[config.mk]
export PLATFORM = sky130hd
export DESIGN_NAME = gpio_pattern_sequencer
export DESIGN_NICKNAME = d
export VERILOG_FILES = /design/src/rtl/gpio_pattern_sequencer.sv
export SDC_FILE = /design/constraint.sdc
export NUM_CORES = 1
export LEC_CHECK = 0
export CORE_ASPECT_RATIO = 2
export CORE_MARGIN = 2
export CORE_UTILIZATION = 60
export CTS_CLUSTER_SIZE = 20
export DETAILED_ROUTE_END_ITERATION = 8
export GPL_ROUTABILITY_DRIVEN = 0
export HOLD_SLACK_MARGIN = 0.15
export PLACE_DENSITY = 0.84
export SYNTH_ARGS = -nofsm -noshare
export SYNTH_HDL_FRONTEND = slang
export SYNTH_SLANG_ARGS = --single-unit
[constraint.sdc]
create_clock -name HCLK -period 6.7 [get_ports HCLK]
set_input_delay 1.005 -clock HCLK [delete_from_list [all_inputs] [get_ports HCLK]]
set_output_delay 1.005 -clock HCLK [all_outputs]
set_load 0.005 [all_outputs]
[src/rtl/gpio_pattern_sequencer.sv]
// ---------------------------------------------------------------------------
// gpio_pattern_sequencer
//
// Timed pattern player for the user-project GPIO pads. A small table holds
// pad patterns, each paired with a hold count. Once started, the sequencer
// steps through entries 0..last_idx on its own. Each entry is driven on
// io_out for hold+1 cycles. It can stop at the last entry or wrap to entry 0.
//
// Optional build macro: GPIO_SEQ_CAPTURE_EN
//   When defined, io_in is sampled into cap_data at every step boundary.
//   cap_valid pulses for one cycle right after each capture.
//   When undefined, io_in is unused and the capture ports do not exist.
//
// Ports
//   HCLK, HRESETn    clock, asynchronous active-low reset
//   cfg_we/addr/data/hold   table write: {pattern, hold} at cfg_addr
//   oeb_we, oeb_wdata       direct write of the io_oeb register
//   last_idx         final entry of the sequence, latched at start
//   loop_en          wrap to entry 0 after the last entry; checked at each
//                    step boundary
//   start, stop      single-cycle control pulses (stop has priority)
//   io_in            pad inputs (capture feature only)
//   io_out, io_oeb   registered pad pattern and output enable (1 = input)
//   busy             high while the sequence is running
//   done             one-cycle pulse when the sequence completes naturally
//   seq_idx          index of the entry currently driven
//   cap_data, cap_valid   captured pad inputs (capture feature only)
// ---------------------------------------------------------------------------
module gpio_pattern_sequencer #(
    parameter int DEPTH = 8,
    parameter int CNT_W = 16,
    parameter int IO_W  = 38,
    localparam int AW   = $clog2(DEPTH)
) (
    input  logic             HCLK,
    input  logic             HRESETn,
    input  logic             cfg_we,
    input  logic [AW-1:0]    cfg_addr,
    input  logic [IO_W-1:0]  cfg_data,
    input  logic [CNT_W-1:0] cfg_hold,
    input  logic             oeb_we,
    input  logic [IO_W-1:0]  oeb_wdata,
    input  logic [AW-1:0]    last_idx,
    input  logic             loop_en,
    input  logic             start,
    input  logic             stop,
    input  logic [IO_W-1:0]  io_in,
    output logic [IO_W-1:0]  io_out,
    output logic [IO_W-1:0]  io_oeb,
    output logic             busy,
    output logic             done,
`ifdef GPIO_SEQ_CAPTURE_EN
    output logic [IO_W-1:0]  cap_data,
    output logic             cap_valid,
`endif
    output logic [AW-1:0]    seq_idx
);

    typedef enum logic [0:0] {
        ST_IDLE = 1'b0,
        ST_RUN  = 1'b1
    } state_t;

    localparam logic [AW-1:0] IDX0 = '0;

    state_t           state_reg;
    logic [CNT_W-1:0] cnt_reg;
    logic [AW-1:0]    last_reg;

    // Pattern table. It has no reset, and writes are allowed at any time.
    // The playing entry has already been copied into io_out/cnt_reg, so a
    // rewrite only takes effect the next time that entry is loaded.
    logic [IO_W-1:0]  pat_mem  [DEPTH];
    logic [CNT_W-1:0] hold_mem [DEPTH];

    always_ff @(posedge HCLK) begin
        if (cfg_we) begin
            pat_mem[cfg_addr]  <= cfg_data;
            hold_mem[cfg_addr] <= cfg_hold;
        end
    end

    // Index to load at a step boundary. The wrap to 0 happens in the same
    // edge as the boundary, so a looped sequence has no dead cycle.
    logic          at_last;
    logic [AW-1:0] next_idx;

    always_comb begin
        at_last  = (seq_idx == last_reg);
        next_idx = at_last ? IDX0 : seq_idx + AW'(1);
    end

`ifndef GPIO_SEQ_CAPTURE_EN
    logic unused_io_in;
    assign unused_io_in = ^io_in;
`endif

    always_ff @(posedge HCLK or negedge HRESETn) begin
        if (!HRESETn) begin
            state_reg <= ST_IDLE;
            cnt_reg   <= '0;
            last_reg  <= '0;
            io_out    <= '0;
            io_oeb    <= '1;
            busy      <= 1'b0;
            done      <= 1'b0;
            seq_idx   <= '0;
`ifdef GPIO_SEQ_CAPTURE_EN
            cap_data  <= '0;
            cap_valid <= 1'b0;
`endif
        end else begin
            done <= 1'b0;
`ifdef GPIO_SEQ_CAPTURE_EN
            cap_valid <= 1'b0;
`endif
            if (oeb_we) begin
                io_oeb <= oeb_wdata;
            end

            case (state_reg)
                ST_IDLE: begin
                    if (start && !stop) begin
                        io_out    <= pat_mem[IDX0];
                        cnt_reg   <= hold_mem[IDX0];
                        seq_idx   <= IDX0;
                        last_reg  <= last_idx;
                        busy      <= 1'b1;
                        state_reg <= ST_RUN;
                    end
                end

                ST_RUN: begin
                    if (stop) begin
                        // Abort: io_out and seq_idx freeze, and no done pulse.
                        busy      <= 1'b0;
                        state_reg <= ST_IDLE;
                    end else if (cnt_reg != '0) begin
                        cnt_reg <= cnt_reg - CNT_W'(1);
                    end else begin
`ifdef GPIO_SEQ_CAPTURE_EN
                        cap_data  <= io_in;
                        cap_valid <= 1'b1;
`endif
                        if (!at_last || loop_en) begin
                            seq_idx <= next_idx;
                            io_out  <= pat_mem[next_idx];
                            cnt_reg <= hold_mem[next_idx];
                        end else begin
                            busy      <= 1'b0;
                            done      <= 1'b1;
                            state_reg <= ST_IDLE;
                        end
                    end
                end

                default: state_reg <= ST_IDLE;
            endcase
        end
    end

endmodule

# After elaboration in Yosys (flattened, before gate mapping)
# Memories as Yosys holds them, arrays and structs flattened.
# Index checks and enable logic that the tools add are counted.
[op_classes]
addsub = 2
eq_ne = 8
n_mux = 32
bitwise = 1
reduce_logical = 9
[op_table]
columns = ["op", "n"]
rows = [
  ["38-bit two-way mux", 4],
  ["38-bit case mux with 2 select lines", 1],
  ["16-bit two-way mux", 4],
  ["16-bit case mux with 2 select lines", 1],
  ["16-bit nonzero test", 1],
  ["16-bit by 1-bit subtractor with 16-bit output, second input constant", 1],
  ["3-bit two-way mux", 5],
  ["1-bit two-way mux", 14],
  ["2-bit != test, second input constant", 3],
  ["3-bit != test, second input constant", 2],
  ["3-bit case mux with 2 select lines", 1],
  ["3-bit AND reduction", 2],
  ["1-bit case mux with 2 select lines", 2],
  ["4-bit AND reduction", 1],
  ["3-bit by 1-bit adder with 3-bit output, second input constant", 1],
  ["3-bit equality test", 1],
  ["3-bit by 1-bit != test with 1-bit output, second input constant", 1],
  ["1-bit zero test", 2],
  ["2-bit by 1-bit != test with 1-bit output, second input constant", 1],
  ["2-bit AND reduction", 1],
  ["1-bit logical AND", 1],
  ["1-bit logical OR", 1],
  ["1-bit NOT", 1],
]
[totals]
reg_bits = 101
ram_bits = 432
input_bits = 143
out_inout_bits = 81
elab_cells = 62
memories = 2
[memory_table]
columns = ["memory", "words", "word_bits", "rd", "rd_ports_with_merged_regs", "write_ports", "line_no", "source"]
rows = [
  ["pat_mem", 8, 38, 2, 0, 1, "73", "logic [IO_W-1:0] pat_mem [DEPTH];"],
  ["hold_mem", 8, 16, 2, 0, 1, "74", "logic [CNT_W-1:0] hold_mem [DEPTH];"],
]

# Logic depth before layout (Yosys ltp)
# Gate-level depths: netlist of the first run.
[depth]
ltp_word = 7
ltp_mapped = 10
depth_no_buf = 10

# Worst setup path after synthesis of the first run
# Ideal clock, no wire load.
[synth_path]
kind = "input to register"
start = "in cfg_addr[2]"
end = "mem hold_mem[0][0], enable pin"
setup_ns = 0.533
arrival_time_ns = 4.865
required_ns = 6.167
setup_slack_ns = 1.302
stages = 2
path_buffers = 0
cell_sequence = "nand2b_1 -> nor3_1"
[synth_rtl]
columns = ["element", "line_no", "source"]
rows = [
  ["start, declared", "38", "input logic [AW-1:0] cfg_addr,"],
  ["end, declared", "74", ""],
]
# Straight into the memory's write port.

# Worst setup path after layout of the first run
[layout_path]
start = "reg seq_idx[0]"
end = "reg io_out[37]"
[layout_via]
elab_chain_len = 7
word_cells_on_any_way = 12
[layout_lines]
columns = ["element", "line_no", "source"]
rows = [
  ["start, declared", "56", "output logic [AW-1:0] seq_idx"],
  ["start signal, assigned", "146", "seq_idx <= next_idx;"],
  ["3-bit by 1-bit adder with 3-bit output or 3-bit equality test (tied branches)", "90, 89", ""],
  ["3-bit two-way mux", "90", "next_idx = at_last ? IDX0 : seq_idx + AW'(1);"],
  ["memory 8 x 38 bit", "n/a", ""],
  ["38-bit two-way mux", "145", "if (!at_last || loop_en) begin"],
  ["38-bit two-way mux", "138", "end else if (cnt_reg != '0) begin"],
  ["38-bit two-way mux", "134", "if (stop) begin"],
  ["38-bit case mux with 2 select lines", "121", "case (state_reg)"],
  ["end signal, assigned", "124", "io_out <= pat_mem[IDX0];"],
  ["end signal, assigned", "147", "io_out <= pat_mem[next_idx];"],
  ["end, declared", "48", "output logic [IO_W-1:0] io_out,"],
]
# Parallel ways exist; a longest one is shown, timed or not. The select of a mux whose other input is x is not followed.
# A chain may end at the register's enable or synchronous reset.

==> results.txt, run 1 <==
Result of the run = finished clean
Cell Area, Placed = 24100 µm²
Max cap viols = 0
Initial antenna violation count = 2
FF-to-FF path depth = 8
Regs by FF count = pat_mem: 304 flops, hold_mem: 128 flops
Vias in the first global route = 14200
Crit path max fanout = 122
Mapped Nets = 1580
# nets final = 1741
Max stage delay on crit path = 1.06 ns
Dpl hpwl = 29500 µm
Final design area excluding fillers = 25600 µm²
Post-CTS Setup Bufs = 0
Final setup margin = 2.13 ns
R2R setup slack = 2.13 ns
Final hold vios = 0
Register bit total from synthesis = 533
Hold WC Path Type = input port to async pin
Synth area leader = edfxtp_1
IO Port Bufs = 185
RSZ-0062 raised after global routing = no
CTS tree = yes
Clk sink count = 533
Fin Setup TNS = 0 ns
CTS clk-pin slew, worst paths = 0.07 ns
Least-Margin Pin Slew = 1.17 ns
Synthesized area = 21700 µm²
Period minus WS final = 4.57 ns
Avg WL per Cell = 25.2 µm
Die X = 138 µm
CP startpoint kind = flop
Reg-to-reg endpoint = io_out[37]
Initial cell density of the core = 60.8%
Most common cell after layout, fill and taps aside = edfxtp_1
Ys async rst share = 18.9%
Pin count of the biggest net entering global routing = 123
CP Launch Point = seq_idx[0]
Pwr/cell area = 323 nW/µm²
Residual DRC count = 0
Crit share post-route = 68.2%
Via count = 13800
Dominant cells by area after synthesis = edfxtp_1 60%, dfrtp_1 7.3%, mux2i_1 4.9%
Synth Warn # = 0
Starting DRC count in detailed routing = 1277
Fin. max-slew vios = 0
Total track usage = 27.3%
# hold bufs at CTS = 0
Critical path type = flop to flop
CP max-delay cell = nand3_1
First-pass GRT wire length = 79500 µm
Max clock buf depth = 3
WP data required = 7.09 ns
H-tree depth reported by CTS = 2
Top delay family on crit path = simple AND/OR/NAND/NOR gates
Layout area overhead = 17.8%
Post-synthesis sequential area ratio = 71.6%
Post_cts resized = 0
Commonest cells after routing, fill and taps aside = 432 x edfxtp_1, 184 x clkdlybuf4s50_1, 113 x a21oi_1
Max reg flops = 304
Worst-path cell chain = buf_12 > xnor2_1 > nand3_1 > nand3_1 > buf_4 > nor3_1 > a211oi_1 > a31oi_1
Number of synthesized flops with an enable pin = 432
Largest Register = pat_mem
WP buf/inv = 2
Share of layout cells above drive strength 1 = 14.5%
CP Depth = 8
Post-synthesis cell count = 1434
Most frequent CP cell = nand3_1
Routed WL = 52400 µm
Post-synth top area share = 59.8%
Final setup violation count = 0
CP endpoint kind = flop
Core footprint = 35700 µm²
Avg Inst Size Synth = 15.1 µm²
Worst EP arrival = 4.96 ns
Synth Flop Type = edfxtp_1
GR Overflow Total = 0
Row Count = 98
Die area = 37800 µm²
Num CTS Buffers = 43
Post-route ant nets = 0
Vias per Instance = 6.61
Die H = 273 µm
RR Startpoint = seq_idx[0]
VDD IR max = 290 µV
Pre-CTS worst setup slack = 2.29 ns
DR pass1 iterations = 5
Setup Skew = 0.0118 ns
Worst-Skew Late Latency = 0.56 ns
Relative slew margins = 21.4%
Critical path destination = io_out[37]
# IOs = 224
Fmax = 219 MHz
Netlist cell types = 66
Leak pwr = 8.48 nW
CTS Root Buffer Type = clkbuf_16
worst register-to-register path: cells and delay by family (launching register included):
kind,cells,cell delay [ns]
compound gates,2,0.37
flops,1,0.74
xor+xnor,1,0.38
simple gates,3,1.82
buf+inv,2,1.11
cell type report:
class / count / area, µm²
inverter: 12 / 45.0
antenna: 2 / 5.00
tap: 450 / 563
timing repair buffer: 212 / 2060
multi-input combinational: 793 / 5870
clock inverter: 16 / 239
clock buffer: 64 / 1240
sequential: 533 / 15600
fill: 2162 / 10100
stage by stage:
step | hold WS (ns) | utilization (%) | instances | total power [W]
after global placement | 0.491 | 67.5 | 2000 | 0.00560
after detailed placement | 0.498 | 67.5 | 2000 | 0.00566
after global routing | 0.453 | 71.7 | 2082 | 0.00852
after floorplan | 0.481 | - | 1434 | 0.00497
final | 0.427 | 71.7 | 2082 | 0.00826
after CTS | 0.422 | 71.7 | 2080 | 0.00827
cell families (layout without fill, tap and decap cells):
group	count (synthesis)	in the layout	synth area share [%]
adder cells (fa/ha/maj)	3	3	0.173
AND/OR/NAND/NOR	205	205	4.50
AO/OA/AOI/OAI	387	387	11.7
multiplexers	186	186	9.56
flip-flops	533	533	71.6
other	0	2	0
buffers and inverters	108	304	1.97
XOR/XNOR	12	12	0.484
per-layer routing:
metal / GRT usage, % / vias to the layer above / wire, µm
met1: 31.6 / 6783 / 17900
li1: - / 5996 / -
met4: 15.1 / 0 / 2660
met2: 48.9 / 808 / 27600
met5: 0 / - / 0
met3: 3.78 / 183 / 4260
worst min-delay path by stage:
| stage | start | to | slack (ns) | depth (start not counted) |
|---|---|---|---|---|
| final | HRESETn | cnt_reg[5] | 0.43 | 1 |
| after global routing | HRESETn | cnt_reg[10] | 0.45 | 1 |
| after CTS | HRESETn | cnt_reg[10] | 0.42 | 1 |
| after detailed placement | io_out[23] | io_out[23] | 0.50 | 1 |
| after floorplan | cnt_reg[5] | cnt_reg[5] | 0.48 | 2 |
| after global placement | io_out[24] | io_out[24] | 0.49 | 1 |
synthesized netlist by cell type, drive strengths merged, types with 4 or more instances:
library cell and count:
buf 29, a211oi 33, nor4 12, xor2 6, xnor2 6, mux2i 106, nand4 4, and3 5
o22a 14, nor3 21, a31oi 32, nand2 35, dfrtp 63, nor2b 6, mux2 70, a21oi 114
inv 12, dfstp 38, o22ai 16, edfxtp 432, a221o 24, mux4 10, nand2b 10, or4 4
clkbuf 67, nor2 83, o31a 4, a221oi 20, o21ai 80, nand3 14
power by group:
group	leakage (nW)	internal, W	switching, W
logic	2.73	0.000704	0.000978
registers	5.04	0.00380	0.000144
clock network	0.712	0.00149	0.00114
total	8.48	0.00600	0.00226
Power figures use the tool's default switching activity.
==> run 2, diff against run 1 <==
Settings changed: CORE_UTILIZATION 60 to 51, PLACE_DENSITY 0.84 to 0.76.
Clock period 6.7 ns to 4.1 ns, I/O delays scaled along.
==> results.txt, run 2 (same netlist as run 1, synthesis figures left out) <==
M2 GR Usage = 40.4% (-8.6 points)
Layout area overhead = 19.3%
Avg WL per Cell = 24.3 µm (-3.6%)
Final setup margin = 0.611 ns (-1.52 ns)
Footprint of the multi-input gates = 5880 µm² (+0.13%)
Leak pwr = 8.62 nW (+1.7%)
Met1 usage = 30.9% (-0.76 points)
CP startpoint kind = flop
Crit share post-route = 85.1% (+17 points)
Period minus WS final = 3.49 ns (-1.08 ns)
Fmax = 287 MHz (+31%)
Max cap viols = 0 (unchanged)
Hold WC Path Type = input port to async pin
Pre-CTS worst setup slack = 0.713 ns (-1.58 ns)
N_diodes = 0 (-2)
VDD IR max = 411 µV (+42%)
Vias in the first global route = 14200 (+0.13%)
Reg-to-reg endpoint = io_out[9]
Post-route ant nets = 0 (unchanged)
Num CTS Buffers = 45 (+4.7%)
First-pass GRT wire length = 81000 µm (+1.8%)
Worst-Skew Late Latency = 0.57 ns (about the same)
Initial antenna violation count = 0 (-2)
Total area of sequential cells = 15600 µm² (unchanged)
Final Core Density = 61.2% (-10 points)
Final hold vios = 0 (unchanged)
# hold bufs at CTS = 0 (unchanged)
Post_cts resized = 0 (unchanged)
Result of the run = finished clean
Core footprint = 42300 µm² (+19%)
Pin count of the biggest net entering global routing = 82 (-33%)
# IOs = 224 (unchanged)
Vias per Instance = 6.27 (-5.1%)
Residual DRC count = 0 (unchanged)
Crit path max fanout = 37 (-70%)
Max reg flops = 304 (unchanged)
H-tree depth reported by CTS = 2 (unchanged)
Final Hold Slack = 0.194 ns (-0.233 ns)
CP endpoint kind = flop
CTS Root Buffer Type = clkbuf_16
IO Port Bufs = 185 (unchanged)
Post-CTS Setup Bufs = 0 (unchanged)
Routed WL = 53300 µm (+1.6%)
Die H = 296 µm (+8.3%)
Row Count = 107 (+9.2%)
Via count = 13800 (+0.022%)
Pwr/cell area = 525 nW/µm² (+62%)
Fin Setup TNS = 0 ns (unchanged)
Setup Skew = 0.0206 ns (+0.00877 ns)
Largest Register = pat_mem
GR peak layer = met2
Fin. max-slew vios = 0 (unchanged)
Dpl hpwl = 31100 µm (+5.5%)
Critical path type = flop to flop
WP data required = 4.56 ns (-2.53 ns)
GR Overflow Total = 0 (unchanged)
DR pass1 iterations = 8 (+3)
CTS tree = yes
FF-to-FF path depth = 8 (unchanged)
Starting DRC count in detailed routing = 1417 (+11%)
Initial cell density of the core = 51.3% (-9.5 points)
CTS clk-pin slew, worst paths = 0.07 ns (about the same)
Most common cell after layout, fill and taps aside = edfxtp_1
Commonest cells after routing, fill and taps aside = 432 x edfxtp_1, 184 x clkdlybuf4s50_1, 113 x a21oi_1
Final setup violation count = 0 (unchanged)
RR Startpoint = seq_idx[0]
Least-Margin Pin Slew = 1.28 ns (+0.106 ns)
RSZ-0062 raised after global routing = no
Die X = 150 µm (+8.2%)
Max clock buf depth = 3 (unchanged)
Worst EP arrival = 3.95 ns (-1.01 ns)
Clk sink count = 533 (unchanged)
Relative slew margins = 14.7% (-6.7 points)
R2R setup slack = 0.61 ns (-1.52 ns)
FILL cells = 3101 (+43%)
Share of layout cells above drive strength 1 = 15.9% (+1.3 points)
Die area = 44300 µm² (+17%)
Total track usage = 23.9% (-3.4 points)
# nets final = 1760 (+1.1%)
Met3 usage = 4.46% (+0.68 points)
Regs by FF count = pat_mem: 304 flops, hold_mem: 128 flops
[run 2: changes by cell type in the layout (fill, tap and decap cells not counted), moves of 3 or more]
cell / delta
clkinv_2: +9
clkbuf_1: -8
buf_12: +4
clkbuf_8: +3
buf_4: +13
[run 2: critical path, cell delays in order (launching register included)]
cell and delay, ns:
dfrtp_4 0.81, buf_4 0.62, xnor2_1 0.23, nand3_1 0.16, nand3_1 0.50, buf_4 0.49
a21oi_1 0.16, o21ai_0 0.12, a31oi_1 0.25
[run 2: per-layer routing]
layer	vias up	share of wire [%]
met2	651	50
li1	6032	-
met5	-	0
met4	0	3.3
met1	6946	38
met3	144	8.1
[run 2: cell type report]
class / count / share of cell area (%)
Sequential cell: 533 / 60.0
Multi-Input combinational cell: 793 / 22.7
Inverter: 12 / 0.174
Timing Repair Buffer: 229 / 8.66
Tap cell: 545 / 2.63
Clock inverter: 24 / 0.976
Clock buffer: 59 / 4.82
[run 2: report_power, final]
| part | internal [W] | leakage [nW] | switching [W] |
|---|---|---|---|
| clock | 0.00247 | 0.749 | 0.00188 |
| sequential | 0.00621 | 5.04 | 0.000231 |
| combinational | 0.00119 | 2.84 | 0.00160 |
[run 2: how the worst max path moves through the flow]
stage | startpoint | slack [ns] | cells past startpoint | endpoint
after floorplan | cfg_addr[2] | 0.54 | 2 | hold_mem[3][0]
after global placement | seq_idx[0] | 0.84 | 7 | io_out[21]
after detailed placement | seq_idx[0] | 0.71 | 7 | io_out[21]
after CTS | seq_idx[0] | 0.68 | 8 | io_out[9]
after global routing | seq_idx[0] | 0.49 | 8 | io_out[20]
final | seq_idx[0] | 0.61 | 8 | io_out[9]
[run 2: metrics by stage]
stage                     instance area (µm²)  total power (W)  cells
after floorplan                         21700          0.00811   1434
after global placement                  24400          0.00920   2112
after detailed placement                24400          0.00932   2112
after CTS                               25900           0.0136   2195
after global routing                    25900           0.0141   2195
final                                   25900           0.0136   2195
==> run 3, diff against run 2 <==
Settings changed: MAX_ROUTING_LAYER set to met4.
==> results.txt, run 3 (same netlist as run 1, synthesis figures left out) <==
Via count = 13800 (+0.26%)
Share of layout cells above drive strength 1 = 15.9% (unchanged)
Result of the run = finished clean
Dpl hpwl = 31100 µm (unchanged)
Post-route ant nets = 0 (unchanged)
Worst EP arrival = 3.95 ns (about the same)
RR Startpoint = seq_idx[0]
RSZ-0062 raised after global routing = no
Fin. max-slew vios = 0 (unchanged)
CTS tree = yes
CP startpoint kind = flop
First-pass GRT wire length = 81000 µm (about the same)
WP buf/inv = 2 (unchanged)
Vias per Instance = 6.29 (+0.22%)
Worst-Skew Late Latency = 0.57 ns (about the same)
Power, Total = 0.0136 W (about the same)
Layout area overhead = 19.3% (about the same)
Crit path max fanout = 37 (unchanged)
Vias in the first global route = 14200 (-0.035%)
CP Depth = 8 (unchanged)
Clk sink count = 533 (unchanged)
Die X = 150 µm (unchanged)
Core footprint = 42300 µm² (unchanged)
Final hold vios = 0 (unchanged)
Pwr/cell area = 525 nW/µm² (about the same)
H-tree depth reported by CTS = 2 (unchanged)
CP endpoint kind = flop
# hold bufs at CTS = 0 (unchanged)
Fmax = 288 MHz (+0.42%)
# IOs = 224 (unchanged)
# nets final = 1760 (unchanged)
FF-to-FF path depth = 8 (unchanged)
WP data required = 4.58 ns (+0.02 ns)
Final design area excluding fillers = 25900 µm² (about the same)
Avg WL per Cell = 24.2 µm (-0.37%)
Routed WL = 53100 µm (-0.32%)
Critical path type = flop to flop
Regs by FF count = pat_mem: 304 flops, hold_mem: 128 flops
Commonest cells after routing, fill and taps aside = 432 x edfxtp_1, 184 x clkdlybuf4s50_1, 113 x a21oi_1
Crit share post-route = 84.7% (-0.35 points)
Row Count = 107 (unchanged)
Max stage delay on crit path = 0.81 ns (about the same)
R2R setup slack = 0.63 ns (about the same)
Period minus WS final = 3.47 ns (-0.0145 ns)
Num CTS Buffers = 45 (unchanged)
Final setup violation count = 0 (unchanged)
Largest Register = pat_mem
Max cap viols = 0 (unchanged)
VDD IR max = 411 µV (about the same)
FILL cells = 3100 (-0.032%)
Initial cell density of the core = 51.3% (unchanged)
Setup Skew = 0.0206 ns (-0.0000183 ns)
Die H = 296 µm (unchanged)
Initial antenna violation count = 0 (unchanged)
Pin count of the biggest net entering global routing = 82 (unchanged)
CTS clk-pin slew, worst paths = 0.07 ns (about the same)
Final setup margin = 0.626 ns (+0.0145 ns)
Die area = 44300 µm² (unchanged)
Most common cell after layout, fill and taps aside = edfxtp_1
Starting DRC count in detailed routing = 1264 (-11%)
Reg-to-reg endpoint = io_out[33]
Post-CTS Setup Bufs = 0 (unchanged)
Least-Margin Pin Slew = 1.29 ns (+0.0107 ns)
Footprint of the multi-input gates = 5880 µm² (unchanged)
Relative slew margins = 14.0% (-0.71 points)
Worst-path cell chain = buf_4 > xnor2_1 > nand3_1 > nand3_1 > buf_4 > a21oi_1 > o21ai_0 > a31oi_1
GR Overflow Total = 0 (unchanged)
CTS Root Buffer Type = clkbuf_16
Total area of sequential cells = 15600 µm² (unchanged)
Post_cts resized = 0 (unchanged)
Leak pwr = 8.62 nW (about the same)
Fin Setup TNS = 0 ns (unchanged)
Cell Area, Placed = 24400 µm² (unchanged)
Top delay family on crit path = buffers and inverters
Max reg flops = 304 (unchanged)
Residual DRC count = 0 (unchanged)
Pre-CTS worst setup slack = 0.713 ns (unchanged)
IO Port Bufs = 185 (unchanged)
Hold WC Path Type = input port to async pin
Total track usage = 24.7% (+0.74 points)
CP max-delay cell = dfrtp_4
DR pass1 iterations = 6 (-2)
Max clock buf depth = 3 (unchanged)
## run 3: layout make-up
| cell class | count | area share [%] |
|---|---|---|
| repair buffers | 229 | 8.65 |
| inverters | 12 | 0.174 |
| well taps | 545 | 2.63 |
| clock inverters | 24 | 0.976 |
| flip-flops and latches | 533 | 60.0 |
| clock buffers | 59 | 4.82 |
| multi-input cells | 793 | 22.7 |
| diodes | 1 | 0.00966 |
## run 3: metrics by stage
stage / std cells / util [%] / hold WS (ns)
after global placement: 2112 / 57.7 / 0.496
after floorplan: 1434 / - / 0.319
after CTS: 2195 / 61.2 / 0.203
final: 2196 / 61.2 / 0.191
after detailed placement: 2112 / 57.7 / 0.496
after global routing: 2195 / 61.2 / 0.237
## run 3: worst max-delay path by stage
| stage | slack, ns | start | end |
|---|---|---|---|
| finish | 0.63 | seq_idx[0] | io_out[33] |
| global route | 0.49 | seq_idx[0] | io_out[20] |
| CTS | 0.68 | seq_idx[0] | io_out[9] |
| detailed placement | 0.71 | seq_idx[0] | io_out[21] |
| global placement | 0.84 | seq_idx[0] | io_out[21] |
| floorplan | 0.54 | cfg_addr[2] | hold_mem[3][0] |
## run 3: layer usage
| layer | wire length (µm) | track usage (%) | up-vias |
|---|---|---|---|
| met2 | 26600 | 40.3 | 716 |
| li1 | - | - | 6040 |
| met3 | 4630 | 4.40 | 162 |
| met1 | 20100 | 31.0 | 6891 |
| met4 | 1760 | 8.81 | 0 |
| met5 | 0 | - | - |
## run 3: power by group
group | switching (W) | internal, W | total (W) | leakage (nW)
combinational | 0.00160 | 0.00119 | 0.00280 | 2.84
clock | 0.00189 | 0.00247 | 0.00435 | 0.749
sequential | 0.000229 | 0.00621 | 0.00644 | 5.04
total | 0.00372 | 0.00988 | 0.0136 | 8.62
